## src/rtl/neg_share_arbiter_pkg.sv

```systemverilog
`default_nettype none
// ============================================================================
// neg_share_arbiter_pkg : shared constants and helpers for neg_share_arbiter
// Revision: 1.0
// ============================================================================
package neg_share_arbiter_pkg;

  localparam int DATA_W = 64;
  localparam logic [DATA_W-1:0] MIN_NEG = 64'h8000_0000_0000_0000;

  function automatic int clog2(input int n);
    int r;
    r = 0;
    while ((1 << r) < n) r++;
    return r;
  endfunction

endpackage
`default_nettype wire

```

## src/rtl/neg_share_arbiter_rr_arbiter.sv

```systemverilog
`default_nettype none
// ============================================================================
// rr_arbiter : combinational round-robin grant, searching upward from rr_ptr
// Revision: 1.0
// ============================================================================
module rr_arbiter
  import neg_share_arbiter_pkg::*;
#(
  parameter int NUM_REQ = 4,
  parameter int IDX_W   = clog2(NUM_REQ)
) (
  input  logic [NUM_REQ-1:0] req,
  input  logic [IDX_W-1:0]   rr_ptr,
  output logic [NUM_REQ-1:0] grant,
  output logic [IDX_W-1:0]   grant_idx
);

  always_comb begin
    logic found;
    grant     = '0;
    grant_idx = '0;
    found     = 1'b0;
    // Outer loop walks priority order; inner loop keeps every bit select constant.
    for (int k = 0; k < NUM_REQ; k++) begin
      for (int i = 0; i < NUM_REQ; i++) begin
        if (!found && req[i] && (((int'(rr_ptr) + k) % NUM_REQ) == i)) begin
          found     = 1'b1;
          grant[i]  = 1'b1;
          grant_idx = IDX_W'(i);
        end
      end
    end
  end

endmodule
`default_nettype wire

```

## src/rtl/negator.sv

```systemverilog
`default_nettype none
// ============================================================================
// negator : two's-complement negation datapath, result = -operand (mod 2^W)
// Revision: 1.0
// ============================================================================
module negator #(
  parameter int W = 64
) (
  input  logic [W-1:0] operand,
  output logic [W-1:0] result
);

  assign result = -operand;

endmodule
`default_nettype wire

```

## src/rtl/neg_share_arbiter.sv

```systemverilog
`default_nettype none
// ============================================================================
// neg_share_arbiter : round-robin sharing of one negator, registered response.
// Optional NEG_SHARE_ARBITER_OVF_EN adds resp_ovf (operand was MIN_NEG).
// Revision: 1.0
// ============================================================================
module neg_share_arbiter #(
  parameter int NUM_REQ = 4,
  parameter int DATA_W  = 64,
  parameter int ID_W    = 2
) (
  input  logic                      clk,
  input  logic                      rst_n,
  input  logic [NUM_REQ-1:0]        req_valid,
  input  logic [NUM_REQ*DATA_W-1:0] req_data,
  output logic [NUM_REQ-1:0]        req_ready,
  output logic                      resp_valid,
  output logic [DATA_W-1:0]         resp_data,
  output logic [ID_W-1:0]           resp_id,
  input  logic                      resp_ready,
  output logic                      busy
`ifdef NEG_SHARE_ARBITER_OVF_EN
  ,
  output logic                      resp_ovf
`endif
);

  import neg_share_arbiter_pkg::*;

  logic [ID_W-1:0]    r_rr_ptr;
  logic [NUM_REQ-1:0] w_grant;
  logic [ID_W-1:0]    w_grant_idx;
  logic [ID_W-1:0]    w_next_ptr;
  logic               w_out_free;
  logic               w_accept;
  logic [DATA_W-1:0]  w_sel_data;
  logic [DATA_W-1:0]  w_neg_data;

  rr_arbiter #(
    .NUM_REQ (NUM_REQ),
    .IDX_W   (ID_W)
  ) u_rr_arbiter (
    .req       (req_valid),
    .rr_ptr    (r_rr_ptr),
    .grant     (w_grant),
    .grant_idx (w_grant_idx)
  );

  negator #(
    .W (DATA_W)
  ) u_negator (
    .operand (w_sel_data),
    .result  (w_neg_data)
  );

  assign w_out_free = !resp_valid || resp_ready;
  // Gate with rst_n so nothing is acknowledged while the block is held in reset.
  assign req_ready  = (rst_n && w_out_free) ? w_grant : '0;
  assign w_accept   = |(req_valid & req_ready);
  assign w_sel_data = req_data[int'(w_grant_idx) * DATA_W +: DATA_W];
  assign w_next_ptr = (w_grant_idx == ID_W'(NUM_REQ - 1)) ? '0 : w_grant_idx + ID_W'(1);
  assign busy       = resp_valid || (|req_valid);

  always_ff @(posedge clk or negedge rst_n) begin
    if (!rst_n) begin
      resp_valid <= 1'b0;
      resp_data  <= '0;
      resp_id    <= '0;
      r_rr_ptr   <= '0;
    end else if (w_accept) begin
      resp_valid <= 1'b1;
      resp_data  <= w_neg_data;
      resp_id    <= w_grant_idx;
      r_rr_ptr   <= w_next_ptr;
    end else if (resp_ready) begin
      resp_valid <= 1'b0;
    end
  end

`ifdef NEG_SHARE_ARBITER_OVF_EN
  always_ff @(posedge clk or negedge rst_n) begin
    if (!rst_n) begin
      resp_ovf <= 1'b0;
    end else if (w_accept) begin
      resp_ovf <= (w_sel_data == MIN_NEG);
    end
  end
`endif

endmodule
`default_nettype wire

```

## config.mk

```make
export PLATFORM = sky130hd
export DESIGN_NAME = neg_share_arbiter
export DESIGN_NICKNAME = d
export VERILOG_FILES = /design/src/rtl/neg_share_arbiter_pkg.sv /design/src/rtl/neg_share_arbiter_rr_arbiter.sv /design/src/rtl/negator.sv /design/src/rtl/neg_share_arbiter.sv
export SDC_FILE = /design/constraint.sdc
export NUM_CORES = 1
export LEC_CHECK = 0
export BUFFER_PORTS_ARGS = -buffer_cell sky130_fd_sc_hd__buf_4
export CAP_MARGIN = 20
export CORE_ASPECT_RATIO = 1.75
export CORE_UTILIZATION = 34
export DETAILED_ROUTE_END_ITERATION = 7
export HOLD_SLACK_MARGIN = 0.15
export PLACE_DENSITY = 0.63
export REMOVE_ABC_BUFFERS = 1
export SYNTH_ARGS = -nofsm -noshare
export SYNTH_HDL_FRONTEND = slang
export SYNTH_SLANG_ARGS = --single-unit
```

## constraint.sdc

```tcl
create_clock -name clk -period 4.8 [get_ports clk]
set_input_delay 0.24 -clock clk [delete_from_list [all_inputs] [get_ports clk]]
set_output_delay 0.24 -clock clk [all_outputs]
set_load 0.005 [all_outputs]
```

* Yosys cells after proc, flatten, opt, wreduce, memory -nomap -nowiden
Cells that the tools add are included.
Cells by class: muxes and demuxes 49, shift operators 1, reduce and logical (&&, ||, !) cells 60, $add $sub $neg 5, equal/unequal tests 13, bitwise logic cells 4
Operators with widths (number):
- 256-bit by 9-bit indexed part select with 64-bit output | 1
- 32-bit logical NOT | 4
- 64-bit negation | 1
- 1-bit two-way mux | 33
- 1-bit logical AND | 32
- 2-bit two-way mux | 15
- 3-bit equality test, second input constant | 6
- 1-bit logical NOT | 16
- 3-bit by 2-bit equality test with 1-bit output, second input constant | 3
- 4-bit OR reduction | 2
- 2-bit equality test, second input constant | 3
- 2-bit OR reduction | 3
- 2-bit by 1-bit adder with 2-bit output, second input constant | 2
- 2-bit adder, second input constant | 2
- 4-bit AND | 1
- 4-bit two-way mux | 1
- 1-bit AND, first input constant | 3
- 2-bit by 1-bit equality test with 1-bit output, second input constant | 1
- 1-bit logical OR | 2
- 2-bit nonzero test | 1
Word-level totals: flip-flop bits (word level) 69, logic and storage cells 136, input bits 263, output and inout bits 72

* Logic depth before layout (Yosys ltp)
depth in word-level cells 67, gate-level depth with buffers 17, depth with buffers taken out 13

* By module
A second synthesis with hierarchy kept.
Unflattened totals: cells, all modules 458, area, all modules 5791.8 um2
By module, submodules not included:
- neg_share_arbiter | cells each 236, area an instance 4152.7 um2, instances 1
- negator | cells each 198, area an instance 1490.2 um2, instances 1
- rr_arbiter | cells each 24, area an instance 148.9 um2, instances 1

* Worst setup path after synthesis
No wires, ideal clock.
path type register to register, start point register r_rr_ptr[0], end point register resp_data[26], path slack 1.375 ns, cell stages (with the launch flop) 15, data required time 4.663 ns, setup time 0.137 ns, path buffers 2, data arrival time 3.288 ns, clock period less this slack 3.425 ns, cell sequence dfrtp_1 -> buf_2 -> nand2b_1 -> nand3_1 -> buf_1 -> nand2_1 -> mux2_2 -> ha_1 -> and2_1 -> a32o_1 -> nand4b_1 -> or4_4 -> nor3b_1 -> xor2_1 -> a21oi_1
On the way: word-level cells in the longest chain between the ends 66, elaborated cells on any way between the ends 121, classes of those cells 4 x add/sub; 12 x eq/ne; 1 x shift; 46 x mux; 4 x bitwise; 54 x reduce/logical
RTL lines:
- start: declaration | line neg_share_arbiter.sv:30 | logic [ID_W-1:0] r_rr_ptr;
- start signal: assignment | line neg_share_arbiter.sv:74 | r_rr_ptr <= w_next_ptr;
- parallel branches: the longest is 66 deep, another holds 32-bit logical NOT
- end signal: assignment | line neg_share_arbiter.sv:72 | resp_data <= w_neg_data;
- end: declaration | line neg_share_arbiter.sv:18 | output logic [DATA_W-1:0] resp_data,
Parallel ways; which one is timed is not known. A chain may end at the register's enable or synchronous reset.

* Final worst setup path
start point register r_rr_ptr[1], end point register resp_data[44]
The elaborated chain is that of the path after synthesis.

==> impl_metrics.json <==
{
  "root_buffer": "clkbuf_16",
  "dp_slack_ns": 0.693,
  "worstHoldPathType": "primary input to flip-flop",
  "grt_max_degree": 66,
  "yosysTopAreaCellShare_pct": 26.1,
  "cts_buffers": 9,
  "power_density_mw_per_mm2": 541,
  "worst_setup_path_end_kind": "flip-flop",
  "yosysWarnings": 0,
  "vias": 8253,
  "start_kind": "flip-flop",
  "clockBufferDepth": 2,
  "p_int_mw": 2.74,
  "synth_most_common_cell": "nand2_1",
  "drc": 0,
  "core_region_area_mm2": 0.0191,
  "status": "completed",
  "viasPerCell": 5.70,
  "die_x_um": 107,
  "placed_area_mm2": 0.00933,
  "die-area_mm2": 0.0201,
  "period_share_pct": 87.2,
  "rsz0062_at_grt": "false",
  "ys.flop_type": "dfrtp_1",
  "path_buf_inv": 2,
  "synth_cell_types": 80,
  "cts-resized-gates": 0,
  "setup_violations": 0,
  "drt_wl_total_um": 29800,
  "p_seq_share_pct": 20.6,
  "rows": 67,
  "cts-htree-levels": 3,
  "first_global_vias": 8060,
  "p_sw_mw": 2.48,
  "setup_slack_ns": 0.616,
  "ir_drop_mv": 0.330,
  "io_buffers": 334,
  "power_leakage_nw": 4.27,
  "switching_share_pct": 47.6,
  "wl_per_cell_um": 20.6,
  "gp_congestion": 0.934,
  "p_clk_share_pct": 13.2,
  "syn_inst": 902,
  "setup_tns_ns": 0,
  "nNetsFinal": 1464,
  "max-slew-margin-rel_pct": 29.1,
  "drt_iter0_markers": 390,
  "setup.worst_path.class": "flip-flop to flip-flop",
  "post_cts_buffers": 0,
  "cp_max_fo": 27,
  "ios": 335,
  "finalWorstPathRequiredPeriod_ns": 4.18,
  "yosysTopAreaCell": "dfrtp_1",
  "arrival_ns": 4.35,
  "cts_tree": "yes",
  "crit_slowest_cell": "and3_1",
  "dr.pass1.iters": 5,
  "synth_area_leaders": "dfrtp_1 (26%), nand3_1 (7.0%), nand2_1 (5.6%)",
  "floorplan.initialDensity_pct": 34.6,
  "synth_edf_count": 0,
  "dp_cells": 1429,
  "ant_nets": 0,
  "antenna_found_initial": 2,
  "max_freq_mhz": 239,
  "pwr-share-comb_pct": 66.2,
  "required_ns": 4.97,
  "final.setup_skew_ns": 0.00782,
  "worstPathCellList": "clkinv_2 -> a2bb2oi_1 -> and3_1 -> o22ai_1 -> and3_1 -> o221ai_1 -> nor3_4 -> buf_4 -> and3_1 -> xnor2_1 -> a21oi_1",
  "grt_pass1_wl_um": 44700,
  "fin_cells": 1448,
  "clock-sinks": 69,
  "clkTransAtPathRegs_ns": 0.06,
  "total_power_mw": 5.22,
  "synthArstFlopShare_pct": 100,
  "synth_seq_cells": 69,
  "grtUsageTotal_pct": 29.4,
  "dp_hpwl_um": 23000,
  "critPathTopFamily": "simple AND/OR/NAND/NOR gates",
  "fin_area_mm2": 0.00965,
  "synth_area_mm2": 0.00662,
  "max_cap_viol_count": 0,
  "slowest_delay_ns": 0.95,
  "grt.overflow.total": 0,
  "area_growth_pct": 45.7,
  "insertion_delay_ns": 0.33,
  "crit_path_frequent_cell": "and3_1",
  "drive_gt1_share_pct": 34.1,
  "synth_top_cells_by_count": "nand2_1 (99), nand3_1 (92), nor2_1 (77), a21oi_1 (73), dfrtp_1 (69)",
  "die_y_um": 187,
  "avgSynthCellArea_um2": 7.34,
  "synth-seq-area-share_pct": 26.1,
  "worst_pin_slew_ns": 1.06,
  "maxSlewViolCount": 0,
  "hold_viol": 0
}
-- per-stage QoR --
stage	hold WS, ns	utilization, %
CTS	0.156	50.5
floorplan	-0.0556	-
global route	0.196	50.5
global placement	0.174	48.8
detailed placement	0.176	48.8
finish	0.166	50.5
-- worst min-delay path, stage by stage --
cell and delay [ns]:
buf_4 0.07, nand2b_1 0.10, nand2_1 0.05
-- routing by layer --
layer	global-route usage (%)	up-vias	routed length [um]
li1	-	3948	-
met3	3.74	69	1930
met2	52.9	381	15700
met4	14.4	0	1320
met5	0	-	0
met1	33.3	3855	10900
-- what timing repair did --
action | 4_1_cts | 5_1_grt
endpoints found under the setup margin | 0 | 0
hold buffers | 1 | 0
hold endpoints to repair | 23 | 0
-- layout by cell type (no fill, tap or decap), types with 9 or more instances in the layout --
cell type  instances
buf_4            360
o22ai_1           22
and2_1             9
nand4_1           20
nand2_1           98
nand3_1           91
xor2_1            38
xnor2_1           17
mux2i_1           15
dfrtp_1           69
a31oi_1           14
o21ai_0           66
o22a_1            27
nor2_1            76
clkbuf_16          9
nor3_1            26
a21oi_1           73
-- path summary, 6_finish.rpt --
check / start / endpoint / slack (ns) / depth (start not counted)
max: r_rr_ptr[1] / resp_data[44] / 0.62 / 11
min: resp_ready / resp_valid / 0.17 / 3
max reg2reg: r_rr_ptr[1] / resp_data[44] / 0.62 / 11
min reg2reg: resp_data[60] / resp_data[60] / 0.48 / 2
max in group asynchronous: rst_n / resp_data[45] / 3.44 / 3
min in group asynchronous: rst_n / resp_id[1] / 0.36 / 2
-- power groups by stage --
stage | clock network (mW) | logic, mW | registers [mW]
2_1_floorplan | 0 | 1.93 | 1.07
3_3_place_gp | 0 | 3.41 | 1.07
3_5_place_dp | 0 | 3.44 | 1.08
4_1_cts | 0.705 | 3.45 | 1.07
5_1_grt | 0.729 | 3.76 | 1.11
6_report | 0.688 | 3.46 | 1.07
-- registers in the layout, summed over array words and instances, names as in the netlist --
| name | cells |
|---|---|
| r_rr_ptr | 2 |
| resp_valid | 1 |
| resp_data | 64 |
| resp_id | 2 |
-- cells by family after synthesis --
kind of cell | count (synthesis) | synth area share [%]
AND/OR/NAND/NOR | 393 | 29.7
AO/OA/AOI/OAI | 284 | 28.0
buffers and inverters | 82 | 5.93
multiplexers | 18 | 2.78
XOR/XNOR | 55 | 7.28
adder cells (fa/ha/maj) | 1 | 0.189
flip-flops | 69 | 26.1
-- layout make-up --
class	count	area (um^2)
Timing Repair Buffer	362	2730
Tap cell	241	302
Antenna cell	2	5.00
Clock inverter	5	60.1
Inverter	7	27.5
Multi-Input combinational cell	751	4550
Clock buffer	11	243
Sequential cell	69	1730
Fill cell	1952	9460
Power figures use the tool's default switching activity.
